[config.mk]
export PLATFORM = sky130hd
export DESIGN_NAME = gpu_copy_cpuvram_burst
export DESIGN_NICKNAME = d
export VERILOG_FILES = /design/src/rtl/gpu_copy_cpuvram_burst.sv
export SDC_FILE = /design/constraint.sdc
export NUM_CORES = 1
export LEC_CHECK = 0
export ABC_AREA = 0
export BUFFER_PORTS_ARGS = -buffer_cell sky130_fd_sc_hd__buf_2
export CAP_MARGIN = 20
export CORE_UTILIZATION = 55
export CTS_BUF_LIST = sky130_fd_sc_hd__clkbuf_8
export DETAILED_ROUTE_END_ITERATION = 16
export PLACE_DENSITY = 0.8
export SYNTH_ARGS = -nofsm -noshare
export SYNTH_HDL_FRONTEND = slang
export SYNTH_SLANG_ARGS = --single-unit
export TNS_END_PERCENT = 30
[constraint.sdc]
create_clock -name i_clk -period 11.04 [get_ports i_clk]
set_clock_uncertainty 0.05 [all_clocks]
set_input_delay 1.656 -clock i_clk [delete_from_list [all_inputs] [get_ports i_clk]]
set_output_delay 1.656 -clock i_clk [all_outputs]
set_load 0.05 [all_outputs]
[src/rtl/gpu_copy_cpuvram_burst.sv]
// gpu_copy_cpuvram_burst: streams CPU FIFO pixels into a VRAM rectangle as masked 16-pixel block writes with stencil test/update
module gpu_copy_cpuvram_burst #(
  parameter int LANES = 2
) (
  input  logic                  i_clk,
  input  logic                  i_rst,
  input  logic                  i_start,
  input  logic                  i_abort,
  input  logic [9:0]            i_x0,
  input  logic [8:0]            i_y0,
  input  logic [10:0]           i_sizeW,
  input  logic [9:0]            i_sizeH,
  input  logic                  i_checkMask,
  input  logic                  i_forceMask,
  input  logic                  i_fifoValid,
  input  logic [16*LANES-1:0]   i_fifoData,
  output logic                  o_fifoRead,
  output logic                  o_stencilReadSig,
  output logic [14:0]           o_stencilReadAdr,
  input  logic [15:0]           i_stencilReadValue,
  output logic                  o_stencilWriteSig,
  output logic [14:0]           o_stencilWriteAdr,
  output logic [15:0]           o_stencilWriteMask16,
  output logic [15:0]           o_stencilWriteValue16,
  output logic                  o_command,
  output logic                  o_write,
  output logic [14:0]           o_adr,
  output logic [2:0]            o_subadr,
  output logic [1:0]            o_commandSize,
  output logic [15:0]           o_writeMask,
  output logic [255:0]          o_dataOut,
  input  logic                  i_busy,
  output logic                  o_active,
  output logic                  o_done
);
  localparam logic [2:0] IDLE = 3'd0, STENCIL = 3'd1, PIXEL = 3'd2, FLUSH = 3'd3, DONE = 3'd4;
  logic [2:0] state;
  logic st_wait, check_q, force_q;
  logic [9:0] x0_q, cur_x;
  logic [8:0] cur_y;
  logic [10:0] width_q, col_left, eff_w;
  logic [9:0] eff_h;
  logic [19:0] remaining;
  logic [14:0] blk_adr;
  logic [15:0] stencil_q, mask_q, st_val, pix;
  logic [255:0] data_q;
  logic [16*LANES-1:0] buf_q;
  logic [2:0] buf_cnt;
  logic [3:0] lane;
  logic consume, wr, row_end, blk_end, has_px, accept;
  assign eff_w = ((i_sizeW - 11'd1) & 11'h3FF) + 11'd1;
  assign eff_h = ((i_sizeH - 10'd1) & 10'h1FF) + 10'd1;
  assign lane = cur_x[3:0];
  assign pix = buf_q[15:0];
  assign consume = state == PIXEL && buf_cnt != 3'd0;
  assign wr = !(check_q && stencil_q[lane]);
  assign row_end = col_left == 11'd1;
  assign blk_end = &lane || row_end || remaining == 20'd1;
  assign has_px = |mask_q;
  assign accept = state == FLUSH && (!has_px || !i_busy);
  assign o_fifoRead = state == PIXEL && buf_cnt == 3'd0 && i_fifoValid;
  assign o_stencilReadSig = state == STENCIL && !st_wait;
  assign o_stencilReadAdr = o_stencilReadSig ? {cur_y, cur_x[9:4]} : '0;
  assign o_command = state == FLUSH && has_px;
  assign o_write = o_command;
  assign o_adr = o_command ? blk_adr : '0;
  assign o_subadr = '0;
  assign o_commandSize = {1'b0, o_command};
  assign o_writeMask = o_command ? mask_q : '0;
  assign o_dataOut = o_command ? data_q : '0;
  assign o_stencilWriteSig = o_command && !i_busy;
  assign o_stencilWriteAdr = o_stencilWriteSig ? blk_adr : '0;
  assign o_stencilWriteMask16 = o_stencilWriteSig ? mask_q : '0;
  assign o_stencilWriteValue16 = o_stencilWriteSig ? st_val : '0;
  assign o_active = state != IDLE;
  assign o_done = state == DONE;
  always_comb begin
    st_val = '0;
    for (int i = 0; i < 16; i++) st_val[i] = data_q[16*i+15];
  end
  always_ff @(posedge i_clk) begin
    if (i_rst) begin
      state <= IDLE;
      st_wait <= 1'b0;
      buf_cnt <= '0;
      mask_q <= '0;
      data_q <= '0;
    end else if (state != IDLE && i_abort) begin
      state <= IDLE;
      buf_cnt <= '0;
    end else begin
      case (state)
        IDLE: if (i_start) begin
          x0_q <= i_x0;
          cur_x <= i_x0;
          cur_y <= i_y0;
          width_q <= eff_w;
          col_left <= eff_w;
          remaining <= 20'(eff_w) * 20'(eff_h);
          check_q <= i_checkMask;
          force_q <= i_forceMask;
          st_wait <= 1'b0;
          buf_cnt <= '0;
          state <= STENCIL;
        end
        STENCIL: begin
          st_wait <= !st_wait;
          if (st_wait) begin
            stencil_q <= i_stencilReadValue;
            mask_q <= '0;
            data_q <= '0;
            state <= PIXEL;
          end else blk_adr <= {cur_y, cur_x[9:4]};
        end
        PIXEL: if (o_fifoRead) begin
          buf_q <= i_fifoData;
          buf_cnt <= 3'(LANES);
        end else if (consume) begin
          buf_q <= buf_q >> 16;
          buf_cnt <= buf_cnt - 3'd1;
          if (wr) begin
            mask_q[lane] <= 1'b1;
            data_q[16*lane +: 16] <= {pix[15] | force_q, pix[14:0]};
          end
          remaining <= remaining - 20'd1;
          col_left <= row_end ? width_q : col_left - 11'd1;
          cur_x <= row_end ? x0_q : cur_x + 10'd1;
          cur_y <= row_end ? cur_y + 9'd1 : cur_y;
          if (blk_end) state <= FLUSH;
        end
        FLUSH: if (accept) state <= remaining == 20'd0 ? DONE : STENCIL;
        DONE: begin
          buf_cnt <= '0;
          state <= IDLE;
        end
        default: state <= IDLE;
      endcase
    end
  end
endmodule

== Yosys cells after proc, flatten, opt, wreduce, memory -nomap -nowiden ==
Cells that the tools add are included.

* Register bits: 415
* Input port bits: 96
* Word-level logic and storage cells: 147

* $add $sub $neg: 10
* Multiply operators: 1
* $lt $le $gt $ge: 2
* Equal/unequal tests: 15
* Shift operators: 2
* Multiplexer cells: 57
* Bitwise logic cells: 5
* Reduce and logical (&&, ||, !) cells: 39

{| class="wikitable"
|+ Operators with widths
! operator !! number
|-
| $mux W256 || 5
|-
| $pmux W256 S2 || 1
|-
| $bwmux W256 || 1
|-
| $shift A16 B34 Y256 const A || 1
|-
| $shiftx A16 B34 Y256 || 1
|-
| $mux W16 || 7
|-
| $mux W32 || 2
|-
| $mux W20 || 3
|-
| $mux W15 || 3
|-
| $mux W11 || 4
|-
| $mux W10 || 4
|-
| $pmux W20 S2 || 1
|-
| $mux W9 || 4
|-
| $neg A8 Y34 || 1
|-
| $pmux W16 S2 || 1
|-
| $mux W3 || 10
|-
| $pmux W11 S2 || 1
|-
| $eq A20 B1 Y1 const B || 1
|-
| $logic_not A20 Y1 || 1
|-
| $mul A11 B10 Y20 || 1
|-
| $pmux W10 S2 || 1
|-
| $reduce_and A4 Y1 || 5
|-
| $sub A20 B1 Y20 const B || 1
|-
| $pmux W9 S2 || 1
|-
| 36 further kinds || 70
|}

== Logic depth before layout (Yosys ltp) ==
* Word-level depth: 9
* Depth in mapped cells: 30
* Gate-level depth less buffers: 27

== Least setup slack after synthesis ==
OpenSTA, ideal clock, no wires.

* Path type: in2reg
* Start: input port i_sizeW[0]
* End: register remaining[18], data pin
* Arrival: 8.250 ns
* Data required time: 10.730 ns
* Setup slack: 2.479 ns
* Stages: 27
* Cell sequence: clkbuf_1 > clkinv_1 > ha_1 > or3b_2 > or4_1 > and2_1 > nor3_2 > mux2i_1 > xor2_1 > inv_2 > nand2_1 > fa_1 > inv_1 > fa_1 > fa_1 > fa_1 > inv_1 > fa_1 > inv_1 > ha_1 > a21o_1 > a21o_1 > a21o_1 > a2111oi_0 > o21ai_0 > mux2i_1 > nand2_1

* Cells in the longest elaborated chain, start to end: 5

{| class="wikitable"
|+ RTL lines
! element !! line !! RTL
|-
| from (decl) || 11 || <nowiki>input logic [10:0] i_sizeW,</nowiki>
|-
| $sub A10 B1 Y10 || 51 || <nowiki>assign eff_w = ((i_sizeW - 11'd1) & 11'h3FF) + 11'd1;</nowiki>
|-
| $add A10 B1 Y11 || 51 ||
|-
| named net eff_w[9] || 41 || <nowiki>logic [10:0] width_q, col_left, eff_w;</nowiki>
|-
| $mul A11 B10 Y20 || 99 || <nowiki>remaining <= 20'(eff_w) * 20'(eff_h);</nowiki>
|-
| $mux W20 || 93 || <nowiki>IDLE: if (i_start) begin</nowiki>
|-
| $pmux W20 S2 || 92 || <nowiki>case (state)</nowiki>
|-
| to (signal assigned) || 99 ||
|-
| to (signal assigned) || 125 || <nowiki>remaining <= remaining - 20'd1;</nowiki>
|-
| to (decl) || 43 || <nowiki>logic [19:0] remaining;</nowiki>
|}

The timed path passes the listed nets, and every way through them passes these cells. The select of a mux whose other input is x is not followed.
A chain may end at the register's enable or synchronous reset.

== Worst setup path after layout ==
* Start: input port i_sizeW[0]
* End: register remaining[16], data pin

Same word-level chain as after synthesis.

==> results.cfg <==
[yosys]
synth-edff-count = 136
synth_cells = 2398
synth_compound_area_share_pct = 14.4
synth-simple-area-share_pct = 23.7
synth_area_per_cell_um2 = 9.45
async_reset_ff_share_pct = 0
synth_top_family_by_area = simple AND/OR/NAND/NOR gates
synthAdderAreaFrac_pct = 9.91
seq_area_frac_synth_pct = 42.7
ys_warn_count = 0
synth_seq_cells = 415
synth_area_um2 = 22700
synth.distinct_cells = 67
synth_ff_type = dfxtp_1
synth_xor_area_share_pct = 2.90
muxShareOfSynthArea_pct = 1.66

[critical_path]
cp-start-kind = input pin
path_common_cell = fa_1
critPathMaxFanout = 15
cpPeakStageDelay_ns = 0.85
critical_path_buf_inv_count = 6
cp_slowest_cell = xnor2_1
cp-end-kind = flop
crit_family = adder cells
worstPathRequired_ns = 11.34
crit_type = input pin to flop
crit_arrival_ns = 9.13
cp_cell_sequence = buf_2 -> clkinv_1 -> ha_1 -> or3b_2 -> or4_1 -> and2_1 -> xnor2_1 -> inv_1 -> nand2_1 -> fa_1 -> inv_1 -> fa_1 -> fa_1 -> fa_1 -> inv_1 -> fa_1 -> inv_1 -> ha_1 -> a2111oi_0 -> o21ai_0 -> a41oi_1 -> a21oi_1 -> xnor2_1 -> a21oi_1

[final_layout]
syn_to_final_growth_pct = 17.6
final_nets = 3027
drive_gt1_share_pct = 22.4
nFillCells = 3255
layout_commonest_cell = buf_2
final_cell_mix = 450 x buf_2, 361 x and2_1, 279 x dfxtp_1
fin_area_um2 = 26600
postLayoutCoreUtil_pct = 66.3

[grt]
track_usage_pct = 31.5
grt_overflow_total = 0
grt_start_max_net_pins = 270
grt_pass1_wl_um = 103000
antenna_found_initial = 1
grt_pass1_vias = 18742

[sta]
final_hold_viol_count = 0
fmax_mhz = 113
finalCritPeriodShare_pct = 80.0
tns_ns = 0
rsz0062_at_grt = no
max_slew_margin_pct = 23.7
maxSlewViolCount = 0
final-setup-viol-count = 0
hold_ws_ns = 0.404
min_period_ns = 8.83
tightest_slew_ns = 1.14

[pwr]
p_leak_nw = 12.1
comb_power_share_pct = 32.7
finalPower_mw = 4.57
swShare_pct = 34.2
ir_drop_mv = 0.164
power_frac_clock_pct = 29.1
seqPwrFrac_pct = 38.2
p_int_mw = 3.00
p_sw_mw = 1.56
p_per_area_nw_per_um2 = 171

[route]
vias = 19609
ant_nets = 0
drtPass1Iterations = 6
vias_per_cell = 5.81
drc = 0
routed_wirelength_um = 68000
wl_per_cell_um = 20.2
drt_iter0_drc = 1578

[job]
drv_cap = 0

[clocking]
cts_hold_buf = 0
postCtsSetupBuffers = 0
clock_latency_ns = 0.64
post_cts_resized = 0
path_clk_slew_ns = 0.06
cts.sinks = 415
tritoncts = done
htreeDepth = 3
ctsRootBufferMaster = clkbuf_8
cts_buffers = 69
cts.path.max_buffers = 3

[die]
die-area_um2 = 42000
num_io_pins = 457
initial_core_util_pct = 56.4
core_area_um2 = 40200
rows = 73
die_h_um = 205
fp.dieW_um = 205

[place]
gp_congestion = 0.925
placed_area_um2 = 25200
portBuffers = 450
dp_hpwl_um = 49400

[run_status]
status = completed

[worst_hold_path]
hp-class = flop to flop
## per-layer routing
layer	wire length, µm	global-route usage, %	vias to the layer above
met4	2920	15.2	0
met1	27400	39.8	9366
li1	-	-	9096
met3	5460	6.12	171
met5	0	0	-
met2	32200	51.6	976
## cell families (layout without fill, tap and decap cells)
family	Yosys count	in the layout
xor gates and xnor gates	75	75
buffers and inverters	270	716
adders and majority gates	138	138
muxes	29	29
other	1	5
AOI/OAI and AO/OA	465	465
DFF	415	415
and+or+nand+nor	1005	1005
## metrics by stage
| stage | setup WS (ns) | cells |
|---|---|---|
| 6_report | 2.21 | 3373 |
| 5_1_grt | 1.81 | 3373 |
| 4_1_cts | 2.32 | 3359 |
| 3_5_place_dp | 1.67 | 3234 |
| 3_3_place_gp | 1.89 | 3232 |
| 2_1_floorplan | 2.48 | 2401 |
## Yosys cell counts (3+ instances only)
| library cell | number | area (µm²) |
|---|---|---|
| a211oi_1 | 6 | 45.0 |
| a21o_1 | 23 | 173 |
| a21oi_1 | 40 | 200 |
| a22o_1 | 124 | 1090 |
| a31oi_1 | 20 | 125 |
| a32o_1 | 23 | 230 |
| and2_1 | 361 | 2260 |
| and3_1 | 16 | 100 |
| buf_1 | 6 | 22.5 |
| buf_2 | 13 | 65.1 |
| buf_4 | 6 | 45.0 |
| clkbuf_1 | 138 | 518 |
| dfxtp_1 | 279 | 5590 |
| edfxtp_1 | 136 | 4080 |
| fa_1 | 69 | 1380 |
| ha_1 | 69 | 863 |
| inv_1 | 102 | 383 |
| mux2_2 | 19 | 214 |
| mux2i_1 | 5 | 50.1 |
| mux4_2 | 5 | 113 |
| nand2_1 | 167 | 627 |
| nand2b_1 | 35 | 219 |
| nand3_1 | 103 | 515 |
| nand3b_1 | 3 | 22.5 |
| nand4_1 | 5 | 31.3 |
| nor2_1 | 165 | 619 |
| nor2b_1 | 42 | 263 |
| nor3_1 | 27 | 135 |
| nor3_2 | 7 | 70.1 |
| nor3b_1 | 6 | 45.0 |
| nor4_1 | 23 | 144 |
| o211ai_1 | 15 | 113 |
| o21a_1 | 10 | 75.1 |
| o21ai_0 | 127 | 636 |
| o21ai_1 | 17 | 85.1 |
| o22ai_1 | 3 | 18.8 |
| o2bb2ai_1 | 27 | 236 |
| o31ai_1 | 6 | 45.0 |
| o41ai_1 | 5 | 43.8 |
| or2_2 | 10 | 62.6 |
| or3_1 | 17 | 106 |
| or4_1 | 9 | 67.6 |
| xnor2_1 | 40 | 350 |
| xor2_1 | 35 | 307 |
## power by group through the flow
| stage | logic [mW] | registers (mW) | clock network (mW) |
|---|---|---|---|
| 2_1_floorplan | 1.19 | 1.76 | 0 |
| 3_3_place_gp | 1.44 | 1.77 | 0 |
| 3_5_place_dp | 1.47 | 1.77 | 0 |
| 4_1_cts | 1.49 | 1.74 | 1.34 |
| 5_1_grt | 1.70 | 1.75 | 1.42 |
| 6_report | 1.49 | 1.74 | 1.33 |
## final cells by class
class / instances / area, µm² / area share [%]
Sequential cell: 415 / 9670 / 36.3
Clock buffer: 80 / 1100 / 4.13
Antenna cell: 1 / 2.50 / 0.00940
Multi-Input combinational cell: 1716 / 12000 / 45.0
Inverter: 105 / 394 / 1.48
Tap cell: 525 / 657 / 2.47
Clock inverter: 45 / 239 / 0.897
Timing Repair Buffer: 486 / 2580 / 9.68
## final timing paths
check	startpoint	end	slack, ns	depth (start not counted)
hold reg to reg	data_q[169]	data_q[169]	0.40	1
setup / recovery	i_sizeW[0]	remaining[16]	2.21	24
setup reg to reg	state[1]	data_q[27]	7.35	8
hold / removal	data_q[169]	data_q[169]	0.40	1
## sequential cells by signal, indices dropped and copies added (netlist names)
name and cells:
stencil_q 16, state 3, check_q 1, mask_q 16, st_wait 1, col_left 11, blk_adr 15, force_q 1
cur_y 9, data_q 256, cur_x 10, remaining 20, x0_q 10, width_q 11, buf_cnt 3, buf_q 32
Power figures use the tool's default switching activity.
